===== config.mk =====
export PLATFORM = sky130hd
export DESIGN_NAME = fetch_unit
export DESIGN_NICKNAME = d
export VERILOG_FILES = /design/src/rtl/fetch_unit.sv
export SDC_FILE = /design/constraint.sdc
export NUM_CORES = 1
export LEC_CHECK = 0
export ABC_CLOCK_PERIOD_IN_PS = 2190
export BUFFER_PORTS_ARGS = -buffer_cell sky130_fd_sc_hd__buf_2
export CORE_UTILIZATION = 52
export DETAILED_ROUTE_END_ITERATION = 10
export PLACE_DENSITY = 0.81
export SYNTH_ARGS = -nofsm -noshare
export SYNTH_HDL_FRONTEND = slang
export SYNTH_SLANG_ARGS = --single-unit

===== constraint.sdc =====
create_clock -name CLK -period 2.19 [get_ports CLK]
set_input_delay 0.219 -clock CLK [delete_from_list [all_inputs] [get_ports CLK]]
set_output_delay 0.219 -clock CLK [all_outputs]
set_load 0.02 [all_outputs]

===== src/rtl/fetch_unit.sv =====
`default_nettype none
// ============================================================================
//  Module   : fetch_unit
//  Purpose  : Instruction-fetch stage in front of the IF/ID register. Owns the
//             PC and drives the instruction-memory request/hit handshake.
//             It buffers a fetched word across downstream stalls and applies
//             branch/jump redirects while a memory request is still
//             outstanding. It stops fetching for good on halt.
//  Ports    : CLK, RST          - rising-edge clock, sync active-high reset
//             iREN, iaddr       - memory read request / word address
//             ihit, iload       - memory response for the current iaddr
//             stall             - downstream cannot accept this cycle
//             redirect(_pc)     - taken branch/jump and its target
//             halt              - stop fetching (only RST exits)
//             valid_out, instr_out, pc4_out - fetched word, its address + 4
//             pc_out            - current PC register
//             fetch_count       - instructions accepted downstream (wraps)
//  Revision : 1.0 - initial release
// ============================================================================
module fetch_unit #(
    parameter logic [31:0] PC_INIT = 32'h0000_0000,
    parameter int          CNT_W   = 32
) (
    input  logic             CLK,
    input  logic             RST,
    output logic             iREN,
    output logic [31:0]      iaddr,
    input  logic             ihit,
    input  logic [31:0]      iload,
    input  logic             stall,
    input  logic             redirect,
    input  logic [31:0]      redirect_pc,
    input  logic             halt,
    output logic             valid_out,
    output logic [31:0]      instr_out,
    output logic [31:0]      pc4_out,
    output logic [31:0]      pc_out,
    output logic [CNT_W-1:0] fetch_count
);

    localparam logic [31:0]      c_word_mask = 32'hFFFF_FFFC;
    localparam logic [31:0]      c_pc_init   = PC_INIT & c_word_mask;
    localparam logic [CNT_W-1:0] c_cnt_one   = {{(CNT_W-1){1'b0}}, 1'b1};

    typedef enum logic [1:0] {
        ST_FETCH  = 2'd0,
        ST_HOLD   = 2'd1,
        ST_SQUASH = 2'd2,
        ST_HALTED = 2'd3
    } state_t;

    state_t           r_state_q, w_state_d;
    logic [31:0]      r_pc_q, w_pc_d;
    logic [31:0]      r_buf_q, w_buf_d;
    logic [31:0]      r_tgt_q, w_tgt_d;
    logic             r_halt_pend_q, w_halt_pend_d;
    logic [CNT_W-1:0] r_cnt_q, w_cnt_d;

    logic [31:0] w_redir_tgt;
    logic [31:0] w_pc_plus4;
    logic        w_ren;
    logic        w_valid;
    logic [31:0] w_instr;
    logic        w_accept;

    assign w_redir_tgt = redirect_pc & c_word_mask;
    assign w_pc_plus4  = r_pc_q + 32'd4;

    // ------------------------------------------------------------------
    // Next-state and output decode
    // ------------------------------------------------------------------
    always_comb begin
        w_state_d     = r_state_q;
        w_pc_d        = r_pc_q;
        w_buf_d       = r_buf_q;
        w_tgt_d       = r_tgt_q;
        w_halt_pend_d = r_halt_pend_q;
        w_ren         = 1'b0;
        w_valid       = 1'b0;
        w_instr       = 32'h0;
        w_accept      = 1'b0;

        case (r_state_q)
            ST_FETCH: begin
                w_ren   = 1'b1;
                w_instr = iload;
                // Outputs keep following the hit even when halting; only the
                // state transition and the accept are suppressed by halt.
                w_valid = ihit && !redirect;
                if (halt) begin
                    w_state_d = ST_HALTED;
                end else if (redirect) begin
                    if (ihit) begin
                        w_pc_d = w_redir_tgt;
                    end else begin
                        // Request still outstanding: keep iaddr stable and
                        // remember where to go once it completes.
                        w_tgt_d   = w_redir_tgt;
                        w_state_d = ST_SQUASH;
                    end
                end else if (ihit) begin
                    if (!stall) begin
                        w_pc_d   = w_pc_plus4;
                        w_accept = 1'b1;
                    end else begin
                        w_buf_d   = iload;
                        w_state_d = ST_HOLD;
                    end
                end
            end

            ST_HOLD: begin
                w_instr = r_buf_q;
                w_valid = !redirect;
                if (halt) begin
                    w_state_d = ST_HALTED;
                end else if (redirect) begin
                    w_pc_d    = w_redir_tgt;
                    w_state_d = ST_FETCH;
                end else if (!stall) begin
                    w_pc_d    = w_pc_plus4;
                    w_accept  = 1'b1;
                    w_state_d = ST_FETCH;
                end
            end

            ST_SQUASH: begin
                w_ren = 1'b1;
                // A halt seen while waiting is remembered so that a one-cycle
                // pulse still takes effect once the request drains.
                w_halt_pend_d = r_halt_pend_q || halt;
                if (ihit) begin
                    w_halt_pend_d = 1'b0;
                    if (r_halt_pend_q || halt) begin
                        w_state_d = ST_HALTED;
                    end else begin
                        w_pc_d    = redirect ? w_redir_tgt : r_tgt_q;
                        w_state_d = ST_FETCH;
                    end
                end else if (redirect) begin
                    w_tgt_d = w_redir_tgt;
                end
            end

            default: begin
                // ST_HALTED: everything frozen until reset.
            end
        endcase

        w_cnt_d = w_accept ? (r_cnt_q + c_cnt_one) : r_cnt_q;
    end

    // ------------------------------------------------------------------
    // State registers
    // ------------------------------------------------------------------
    always_ff @(posedge CLK) begin
        if (RST) begin
            r_state_q     <= ST_FETCH;
            r_pc_q        <= c_pc_init;
            r_buf_q       <= 32'h0;
            r_tgt_q       <= 32'h0;
            r_halt_pend_q <= 1'b0;
            r_cnt_q       <= '0;
        end else begin
            r_state_q     <= w_state_d;
            r_pc_q        <= w_pc_d;
            r_buf_q       <= w_buf_d;
            r_tgt_q       <= w_tgt_d;
            r_halt_pend_q <= w_halt_pend_d;
            r_cnt_q       <= w_cnt_d;
        end
    end

    // ------------------------------------------------------------------
    // Outputs: quiet while reset is held
    // ------------------------------------------------------------------
    assign iREN        = w_ren && !RST;
    assign iaddr       = r_pc_q;
    assign valid_out   = w_valid && !RST;
    assign instr_out   = RST ? 32'h0 : w_instr;
    assign pc4_out     = RST ? 32'h0 : w_pc_plus4;
    assign pc_out      = r_pc_q;
    assign fetch_count = r_cnt_q;

endmodule
`default_nettype wire


======== Word-level counts from Yosys, hierarchy flattened ========
Index checks and enable logic that the tools add are counted.
W data, S select, Z words.
word-level totals
  word-level logic and storage cells ...... 78
  register bits ........................... 131
cells by class
  reductions and logical operators ........ 14
  bitwise logic cells ..................... 2
  equal/unequal tests ..................... 14
  add/sub/neg operators ................... 2
  muxes and demuxes ....................... 40
operator list
  kind                     number
  $mux W32                 16
  $pmux W32 S2             2
  $pmux W32 S3             1
  $add A32 B1 Y32 const B  1
  $add A32 B3 Y32 const B  1
  $mux W2                  10
  $ne A2 B2 Y1 const B     8
  $ne A4 B4 Y1 const B     4
  $reduce_and A6 Y1        2
  $reduce_and A5 Y1        2
  $mux W1                  8
  $pmux W2 S3              1
  $pmux W1 S2              2
  $logic_and A1 B1 Y1      3
  $reduce_bool A3 Y1       1
  $eq A2 B1 Y1 const B     1
  $eq A2 B2 Y1 const B     1
  $logic_not A1 Y1         2
  $logic_not A2 Y1         1
  $not A1 Y1               2
  $reduce_bool A2 Y1       1
  $reduce_or A2 Y1         1
  $logic_or A1 B1 Y1       1

======== Longest topological paths before layout ========
Gate-level depths: netlist of the first run.
  depth after elaboration ................. 6
  gate-level depth with buffers ........... 10
  gate-level depth less buffers ........... 7

======== Worst setup path before layout of the first run ========
Ideal clock, no wire load.
  path kind ............................... reg2out
  from .................................... reg r_pc_q[13] (netlist: iaddr[13])
  to ...................................... out pc4_out[25]
  slack ................................... 7 ps
  stages on the path, launching flop included .. 9
  path buffers ............................ 3
  data arrival time ....................... 1,964 ps
  cell sequence ........................... dfxtp_1 buf_2 and4_1 buf_4 and3_1 clkbuf_1 nand4_1 xor2_1 nor2_1
between the ends
  cells in the longest elaborated chain, start to end .. 2
RTL lines
  item                    line  RTL
  from (decl)             53    logic [31:0] r_pc_q, w_pc_d;
  from (signal assigned)  159   r_pc_q <= c_pc_init;
  from (signal assigned)  166   r_pc_q <= w_pc_d;
  $add A32 B3 Y32         67    assign w_pc_plus4 = r_pc_q + 32'd4;
  $mux W32                181   assign pc4_out = RST ? 32'h0 : w_pc_plus4;
  to (decl)               36    output logic [31:0] pc4_out,
No other way between the ends.

======== Worst setup path after layout of the first run ========
  from .................................... reg r_pc_q[3] (netlist: iaddr[3])
  to ...................................... out pc4_out[27]
Same word-level chain as after synthesis.

==> results.ini, run 1 <==
[setup_path]
cp-end-kind = primary output
startpoint_type = register
r2r-start = r_state_q[0]
critPathKind = register to primary output
rrSetupSlack_ps = 50
required_ps = 1970
regToRegEndpoint = iaddr[18]
path_max_fanout = 9
worstRegToRegCells = 8
arrival_ps = 2050

[clock_tree]
numCtsBuffers = 17
cts_max_path_buffers = 2
clkLatencyLatePin_ps = 420
clock_sinks = 131
cts.htree.levels = 4
cts_tree = built
cts.clk_slew.worst_paths_ps = 60
cts-root-buf = clkbuf_16

[routing]
viasPerCell = 5.86
ant_nets = 0
via_count = 8498
wirelength_um = 24000
drc = 0
wl_per_cell_um = 16.6
dr.first_iter.drc_count = 891
dr.pass1.iters = 6

[layout]
mostFrequentLayoutCell = buf_2
drive_gt1_frac = 0.338
fin_nets = 1333
seq_area_um2 = 2660
area_delta_synth_final_pct = 33.8
fillers = 1111
final_cell_mix = buf_2, nand2_1, nor2_1
final_cell_count_no_fill = 1450
multi_input_area_um2 = 4540

[sta]
setup_viol = 9
tightest_slew_ps = 453
finClkSkew_ps = 6.49
max_freq_ghz = 0.441
holdWs_ps = 47.9
fin_setup_tns_ps = -439
setup_slack_ps = -77.0
finalHoldViolCount = 0
slew_headroom = 0.696
final_max_slew_viol_count = 0
period_share = 1.04
period_needed_ps = 2270
rsz0062_at_grt = true

[power_and_ir_drop]
p_leak_nw = 4.31
power.total_mw = 9.69
ir_worst_vdd_mv = 0.663
powerDensity_nw_per_um2 = 957

[hold_path]
min_path_type = input pin to register
whs_path_depth = 3
worstHoldStart = iload[30]
hold-path-endpoint = r_buf_q[30]

[yosys]
ys_ff_latch = 131
synth.yosys.seq_area_share = 0.347
syn_area_per_cell_um2 = 7.35
yosysWarnings = 0
synth_top_area_frac = 0.347
synth_ff_type = dfxtp_1
yosysTopAreaCell = dfxtp_1
syn_inst = 1028
syn_area_um2 = 7560
synth.area.top_cells = dfxtp_1, nand2_1, a21oi_1
syn-num-nets = 1104
yosysUniqueCellTypes = 60
synthArstFlopShare = 0
synth_edf_count = 0

[floorplan]
fp.dieW_um = 123
fp.dieH_um = 123
rows = 43
die-area_um2 = 15000
pin_count = 232
start_util = 0.538
core_region_area_um2 = 14000

[placement]
place_inst = 1389
finalWeightedCongestion = 0.895
port_buffers = 229
place_worst_setup_slack_ps = 69.6
hpwl_um = 15200

[global_routing]
antenna_found_initial = 0
grt_pass1_wl_um = 36400
grt_max_degree = 89
first_global_vias = 7413
grt_overflow = 0
grt_use_total = 0.307

[status]
violations = setup timing
status = finished, violations left

[run]
max-cap-violations = 0

==> worst max-delay path: stages, from the launching register on <==
cell,delay [ps]
dfxtp_4,360
buf_6,100
and4_4,230
nand4_1,110
buf_6,170
o31a_1,300
o21a_1,200
buf_2,160
==> metrics by stage <==
| step | instance area (µm²) | utilization |
|---|---|---|
| 4_1_cts | 9800 | 0.698 |
| 3_3_place_gp | 8920 | 0.635 |
| 3_5_place_dp | 8920 | 0.635 |
| 5_1_grt | 10100 | 0.720 |
| 2_1_floorplan | 7560 | - |
| 6_report | 10100 | 0.721 |
==> metal layers <==
metal	global-route usage	share of wire	vias to the layer above
li1	-	-	4011
met4	0.138	0.032	0
met3	0.0595	0.086	72
met5	0	0	-
met1	0.390	0.40	3933
met2	0.501	0.48	482
==> cell families (layout without fill, tap and decap cells) <==
kind of cell / Yosys count / after routing / share of synthesized area
buf+inv: 131 / 372 / 0.0847
simple gates: 464 / 464 / 0.291
fa+ha+maj: 6 / 6 / 0.00993
flops: 131 / 131 / 0.347
xor+xnor: 47 / 47 / 0.0545
mux: 14 / 14 / 0.0190
compound gates: 235 / 235 / 0.194
other cells: 0 / 1 / 0
==> repair_timing <==
| action | in CTS | in global routing |
|---|---|---|
| hold buffers | 0 | 0 |
| setup buffers | 16 | 13 |
| gates resized for setup | 56 | 58 |
| pin swaps | 13 | 23 |
| endpoints found under the setup margin | 23 | 55 |
==> cell usage after synthesis (all sizes together), types with 6 or more instances <==
master,number
xnor2,35
or3,10
o221ai,8
xor2,12
a211oi,14
o21a,6
dfxtp,131
and4,7
and3,19
nor4,20
a22oi,34
nand2,177
a21oi,99
nand4,19
mux2i,11
ha,6
o21ai,37
clkbuf,58
inv,18
and2,15
nand3,31
nor2b,10
nor2,121
nor3,24
buf,55
==> registers in the layout (all words and copies together) (netlist names) <==
register / flops
iaddr: 32
r_tgt_q: 32
r_state_q: 2
r_halt_pend_q: 1
fetch_count: 32
r_buf_q: 32
==> power breakdown <==
| part | switching, mW | leakage (nW) | total [mW] | internal, mW |
|---|---|---|---|---|
| registers | 0.236 | 1.07 | 2.89 | 2.65 |
| logic | 2.50 | 2.94 | 3.99 | 1.50 |
| clock network | 1.01 | 0.293 | 2.80 | 1.80 |
==> area by class of cell <==
cell class,count,area share
multi-input cells,766,0.449
diodes,1,0.000247
clock buffers,28,0.0540
well taps,180,0.0223
flip-flops and latches,131,0.263
inverters,18,0.00668
repair buffers,323,0.201
clock inverters,3,0.00396
==> worst max-delay path by stage <==
stage	from	to
final	iaddr[3]	pc4_out[27]
after global routing	iaddr[2]	pc4_out[25]
after CTS	iaddr[3]	pc4_out[28]
after detailed placement	iaddr[2]	pc4_out[27]
after global placement	iaddr[2]	pc4_out[27]
after floorplan	iaddr[13]	pc4_out[25]
No activity file was read; power rests on OpenSTA's default activity.
==> run 2: changes to the inputs <==
==> config.mk (replaced) <==
export PLATFORM = sky130hd
export DESIGN_NAME = fetch_unit
export DESIGN_NICKNAME = d
export VERILOG_FILES = /design/src/rtl/fetch_unit.sv
export SDC_FILE = /design/constraint.sdc
export NUM_CORES = 1
export LEC_CHECK = 0
export ABC_CLOCK_PERIOD_IN_PS = 2650
export BUFFER_PORTS_ARGS = -buffer_cell sky130_fd_sc_hd__buf_2
export CORE_UTILIZATION = 56
export DETAILED_ROUTE_END_ITERATION = 10
export PLACE_DENSITY = 0.86
export SYNTH_ARGS = -nofsm -noshare
export SYNTH_HDL_FRONTEND = slang
export SYNTH_SLANG_ARGS = --single-unit
==> constraint.sdc (replaced) <==
create_clock -name CLK -period 2.65 [get_ports CLK]
set_input_delay 0.53 -clock CLK [delete_from_list [all_inputs] [get_ports CLK]]
set_output_delay 0.53 -clock CLK [all_outputs]
set_load 0.02 [all_outputs]
==> run 2 against run 1 <==
Against the previous run: the flow still finishes with violations (setup timing); via count down 3.3%; non-clock buffer count is 36 lower; power shrank 22%; critical path type unchanged; highest routed layer unchanged.
==> results.ini, run 2 (synthesis gave the netlist of run 1 again) <==
[status]
status = finished, violations left
violations = setup timing

[sta]
slew_headroom = 0.612
finalHoldViolCount = 0
final_max_slew_viol_count = 0
max_freq_ghz = 0.374
period_share = 1.01
setup_viol = 1
period_needed_ps = 2670
setup_slack_ps = -22.1
finClkSkew_ps = 5.13
rsz0062_at_grt = true
fin_setup_tns_ps = -22.1
tightest_slew_ps = 581

[floorplan]
fp.dieH_um = 118
rows = 42
core_region_area_um2 = 13200
start_util = 0.573
fp.dieW_um = 118
die-area_um2 = 14000
pin_count = 232

[global_routing]
antenna_found_initial = 0
grt_max_degree = 75
first_global_vias = 7255
grt_use_total = 0.312
grt_pass1_wl_um = 35500
grt_overflow = 0

[setup_path]
cp-end-kind = primary output
path_delay_family = simple AND/OR/NAND/NOR gates
crit_cells = 6
critical_path_buf_inv_count = 1
startpoint_type = register
path_max_fanout = 8
rrSetupSlack_ps = 350
cpMaxStageDelayCell = dfxtp_2
cpPeakStageDelay_ps = 420
worstRegToRegCells = 7
critPathKind = register to primary output
arrival_ps = 2140
crit_top_cell = nand4_1
required_ps = 2120
path_cells = nand4_1, nor4_4, nand4_1, xor2_1, nor2_1, buf_4

[routing]
wirelength_um = 22200
ant_nets = 0
dr.pass1.iters = 6
wl_per_cell_um = 15.7
dr.first_iter.drc_count = 937
drc = 0
viasPerCell = 5.83
via_count = 8220

[placement]
dpl_cell_area_um2 = 8750
place_inst = 1366
hpwl_um = 14600
port_buffers = 229
finalWeightedCongestion = 0.872

[layout]
final_cell_mix = buf_2, nand2_1, nor2_1
area_delta_synth_final_pct = 26.3
final_cell_count_no_fill = 1410
drive_gt1_frac = 0.306
mostFrequentLayoutCell = buf_2
fin_nets = 1297
fin_area_um2 = 9550
antenna_cells = 0

[clock_tree]
cts-root-buf = clkbuf_16
cts_hold_buf = 0
cts_max_path_buffers = 2
cts.htree.levels = 4
cts_tree = built
numCtsBuffers = 17
clkLatencyLatePin_ps = 410
cts.clk_slew.worst_paths_ps = 50
clock_sinks = 131

[hold_path]
whs_path_depth = 3
min_path_type = input pin to register

[power_and_ir_drop]
p_leak_nw = 4.05
power.total_mw = 7.59
powerDensity_nw_per_um2 = 794
ir_worst_vdd_mv = 0.483

[run]
max-cap-violations = 0

-- run 2: cell count changes in the layout (fill, tap and decap cells not counted), sizes merged --
cell,delta
buf,-36
bufinv,-1
clkbuf,-6
clkinv,+5
clkinvlp,+3
diode,-1
-- run 2: worst min-delay path: cells and delay by family --
kind                   cells  cell delay (ps)
and+or+nand+nor            1               50
buffers and inverters      1              100
AOI/OAI and AO/OA          1               50
-- run 2: path summary, 6_finish.rpt --
path / start / endpoint
worst max-delay path: iaddr[5] / pc4_out[25]
worst min-delay path: redirect_pc[6] / r_tgt_q[6]
worst max register to register: r_state_q[0] / r_tgt_q[18]
worst min register to register: r_buf_q[0] / r_buf_q[0]
-- run 2: final cells by class --
class                           count  area, µm²
Tap cell                          176        220
Clock inverter                     10       57.6
Timing Repair Buffer              287       1660
Sequential cell                   131       2650
Fill cell                        1041       3640
Multi-Input combinational cell    766       4410
Inverter                           18       67.6
Clock buffer                       22        484
-- run 2: report_power, final --
group | switching (mW) | total [mW] | internal (mW)
clock | 0.859 | 2.14 | 1.28
sequential | 0.256 | 2.45 | 2.20
combinational | 1.91 | 2.99 | 1.09
total | 3.02 | 7.59 | 4.57
-- run 2: what timing repair did --
item,4_1_cts,5_1_grt
setup buffers,3,9
setup endpoints to repair,20,20
gates resized for setup,17,39
pin swaps,4,11
-- run 2: through the flow --
step / hold WS (ps) / setup slack, ps / utilization
after detailed placement: 444 / 243 / 0.663
final: 363 / -22.1 / 0.724
after CTS: 348 / 14.6 / 0.710
after global placement: 438 / 259 / 0.663
after floorplan: 432 / 156 / -
after global routing: 355 / -105 / 0.724
-- run 2: metal layers --
layer	wire length [µm]	GRT usage	share of wire	vias to the layer above
met4	547	0.123	0.025	0
met1	9120	0.404	0.41	3813
met5	0	0	0	-
met3	1820	0.0632	0.082	51
li1	-	-	-	3943
met2	10700	0.507	0.48	413
==> run 3: changes to the inputs <==
--- a/config.mk
+++ b/config.mk
@@ -13,3 +13,4 @@
 export SYNTH_ARGS = -nofsm -noshare
 export SYNTH_HDL_FRONTEND = slang
 export SYNTH_SLANG_ARGS = --single-unit
+export TNS_END_PERCENT = 50
==> run 3 against run 2 <==
Against the previous run: the flow still finishes with violations (setup timing); flip-flop and latch count did not move; hold slack got worse by 1.7 ps; clock power barely moved; largest cell class unchanged; power rose by 0.15%; worst setup slack got worse by 16 ps.
==> results.ini, run 3 (synthesis gave the netlist of run 1 again) <==
[status]
status = finished, violations left
violations = setup timing

[hold_path]
hold-path-endpoint = r_tgt_q[13]
whs_path_depth = 3
worstHoldStart = redirect_pc[13]
min_path_type = input pin to register

[global_routing]
grt_pass1_wl_um = 35500
first_global_vias = 7255
antenna_found_initial = 0
grt_use_total = 0.312
grt_max_degree = 75
grt_overflow = 0

[clock_tree]
cts_max_path_buffers = 2
cts_tree = built
cts.htree.levels = 4
cts.clk_slew.worst_paths_ps = 50
clkLatencyLatePin_ps = 420
numCtsBuffers = 17
cts-root-buf = clkbuf_16
clock_sinks = 131

[layout]
fin_area_um2 = 9550
drive_gt1_frac = 0.306
fin_nets = 1297
final_cell_mix = buf_2, nand2_1, nor2_1
antenna_cells = 0
final_cell_count_no_fill = 1410
mostFrequentLayoutCell = buf_2
area_delta_synth_final_pct = 26.3
final_core_util = 0.724

[setup_path]
required_ps = 2120
arrival_ps = 2160
r2r-start = r_state_q[0]
critical_path_buf_inv_count = 1
cp-end-kind = primary output
crit_top_cell = nand4_1
path_delay_family = simple AND/OR/NAND/NOR gates
cpMaxStageDelayCell = dfxtp_2
critPathKind = register to primary output
worstRegToRegCells = 7
regToRegEndpoint = r_tgt_q[19]
rrSetupSlack_ps = 340
path_max_fanout = 8
path_cells = nand4_1, nor4_4, nand4_1, xor2_1, nor2_1, buf_4
startpoint_type = register
cpPeakStageDelay_ps = 420

[routing]
ant_nets = 0
wirelength_um = 22400
dr.pass1.iters = 5
viasPerCell = 5.84
dr.first_iter.drc_count = 930
via_count = 8240
wl_per_cell_um = 15.9
drc = 0

[placement]
dpl_cell_area_um2 = 8750
hpwl_um = 14600
finalWeightedCongestion = 0.872
port_buffers = 229
place_inst = 1366

[power_and_ir_drop]
p_leak_nw = 4.05
ir_worst_vdd_mv = 0.483
powerDensity_nw_per_um2 = 795

[sta]
final_max_slew_viol_count = 0
setup_slack_ps = -38.3
period_needed_ps = 2690
fin_setup_tns_ps = -39.5
tightest_slew_ps = 593
period_share = 1.01
slew_headroom = 0.604
finalHoldViolCount = 0
max_freq_ghz = 0.372
rsz0062_at_grt = true
finClkSkew_ps = 5.28
setup_viol = 2

[floorplan]
pin_count = 232
fp.dieW_um = 118
die-area_um2 = 14000
rows = 42
core_region_area_um2 = 13200
start_util = 0.573
fp.dieH_um = 118

[run]
max-cap-violations = 0

==> run 3: cell counts in the layout (fill, tap and decap cells not counted) <==
No cell type changed its count.
==> run 3: power breakdown <==
part	internal (mW)	total, mW	switching [mW]
Clock	1.28	2.15	0.865
Combinational	1.09	3.00	1.91
Sequential	2.19	2.45	0.259
==> run 3: metrics by stage <==
| stage | setup WS (ps) | hold WS, ps | total power, mW |
|---|---|---|---|
| 6_report | -38.3 | 361 | 7.60 |
| 5_1_grt | -105 | 355 | 7.97 |
| 4_1_cts | -12.0 | 348 | 7.47 |
| 3_5_place_dp | 243 | 444 | 5.32 |
| 3_3_place_gp | 259 | 438 | 5.27 |
| 2_1_floorplan | 156 | 432 | 4.54 |
==> run 3: cell type report <==
cell class | instances | area (µm²)
clock buffer | 22 | 484
clock inverter | 10 | 57.6
fill | 1036 | 3640
inverter | 18 | 67.6
multi-input combinational | 766 | 4410
sequential | 131 | 2650
tap | 176 | 220
timing repair buffer | 287 | 1660
==> run 3: worst max path at each step <==
stage	startpoint	to	slack, ps	cells after the start
floorplan	iaddr[13]	pc4_out[25]	160	8
global placement	iaddr[6]	pc4_out[27]	260	5
detailed placement	iaddr[6]	pc4_out[27]	240	5
CTS	iaddr[24]	pc4_out[30]	-10	7
global route	iaddr[2]	pc4_out[25]	-110	7
finish	iaddr[5]	pc4_out[25]	-40	6
==> run 3: per-layer routing <==
layer | vias up | wire, µm | global-route usage | share of wire
li1 | 3943 | - | - | -
met3 | 44 | 1910 | 0.0632 | 0.086
met2 | 421 | 10700 | 0.507 | 0.48
met4 | 0 | 529 | 0.123 | 0.024
met5 | - | 0 | 0 | 0
met1 | 3832 | 9200 | 0.404 | 0.41
==> run 3: worst min-delay path, stage by stage <==
cell and delay, ps:
buf_2 100, nand2_1 50, a21oi_1 50
==> run 3: timing repair <==
action,CTS,global route
endpoints found under the setup margin,20,20
pin swaps,4,13
buffers inserted,3,9
gates resized for setup,16,39
hold buffers,0,0
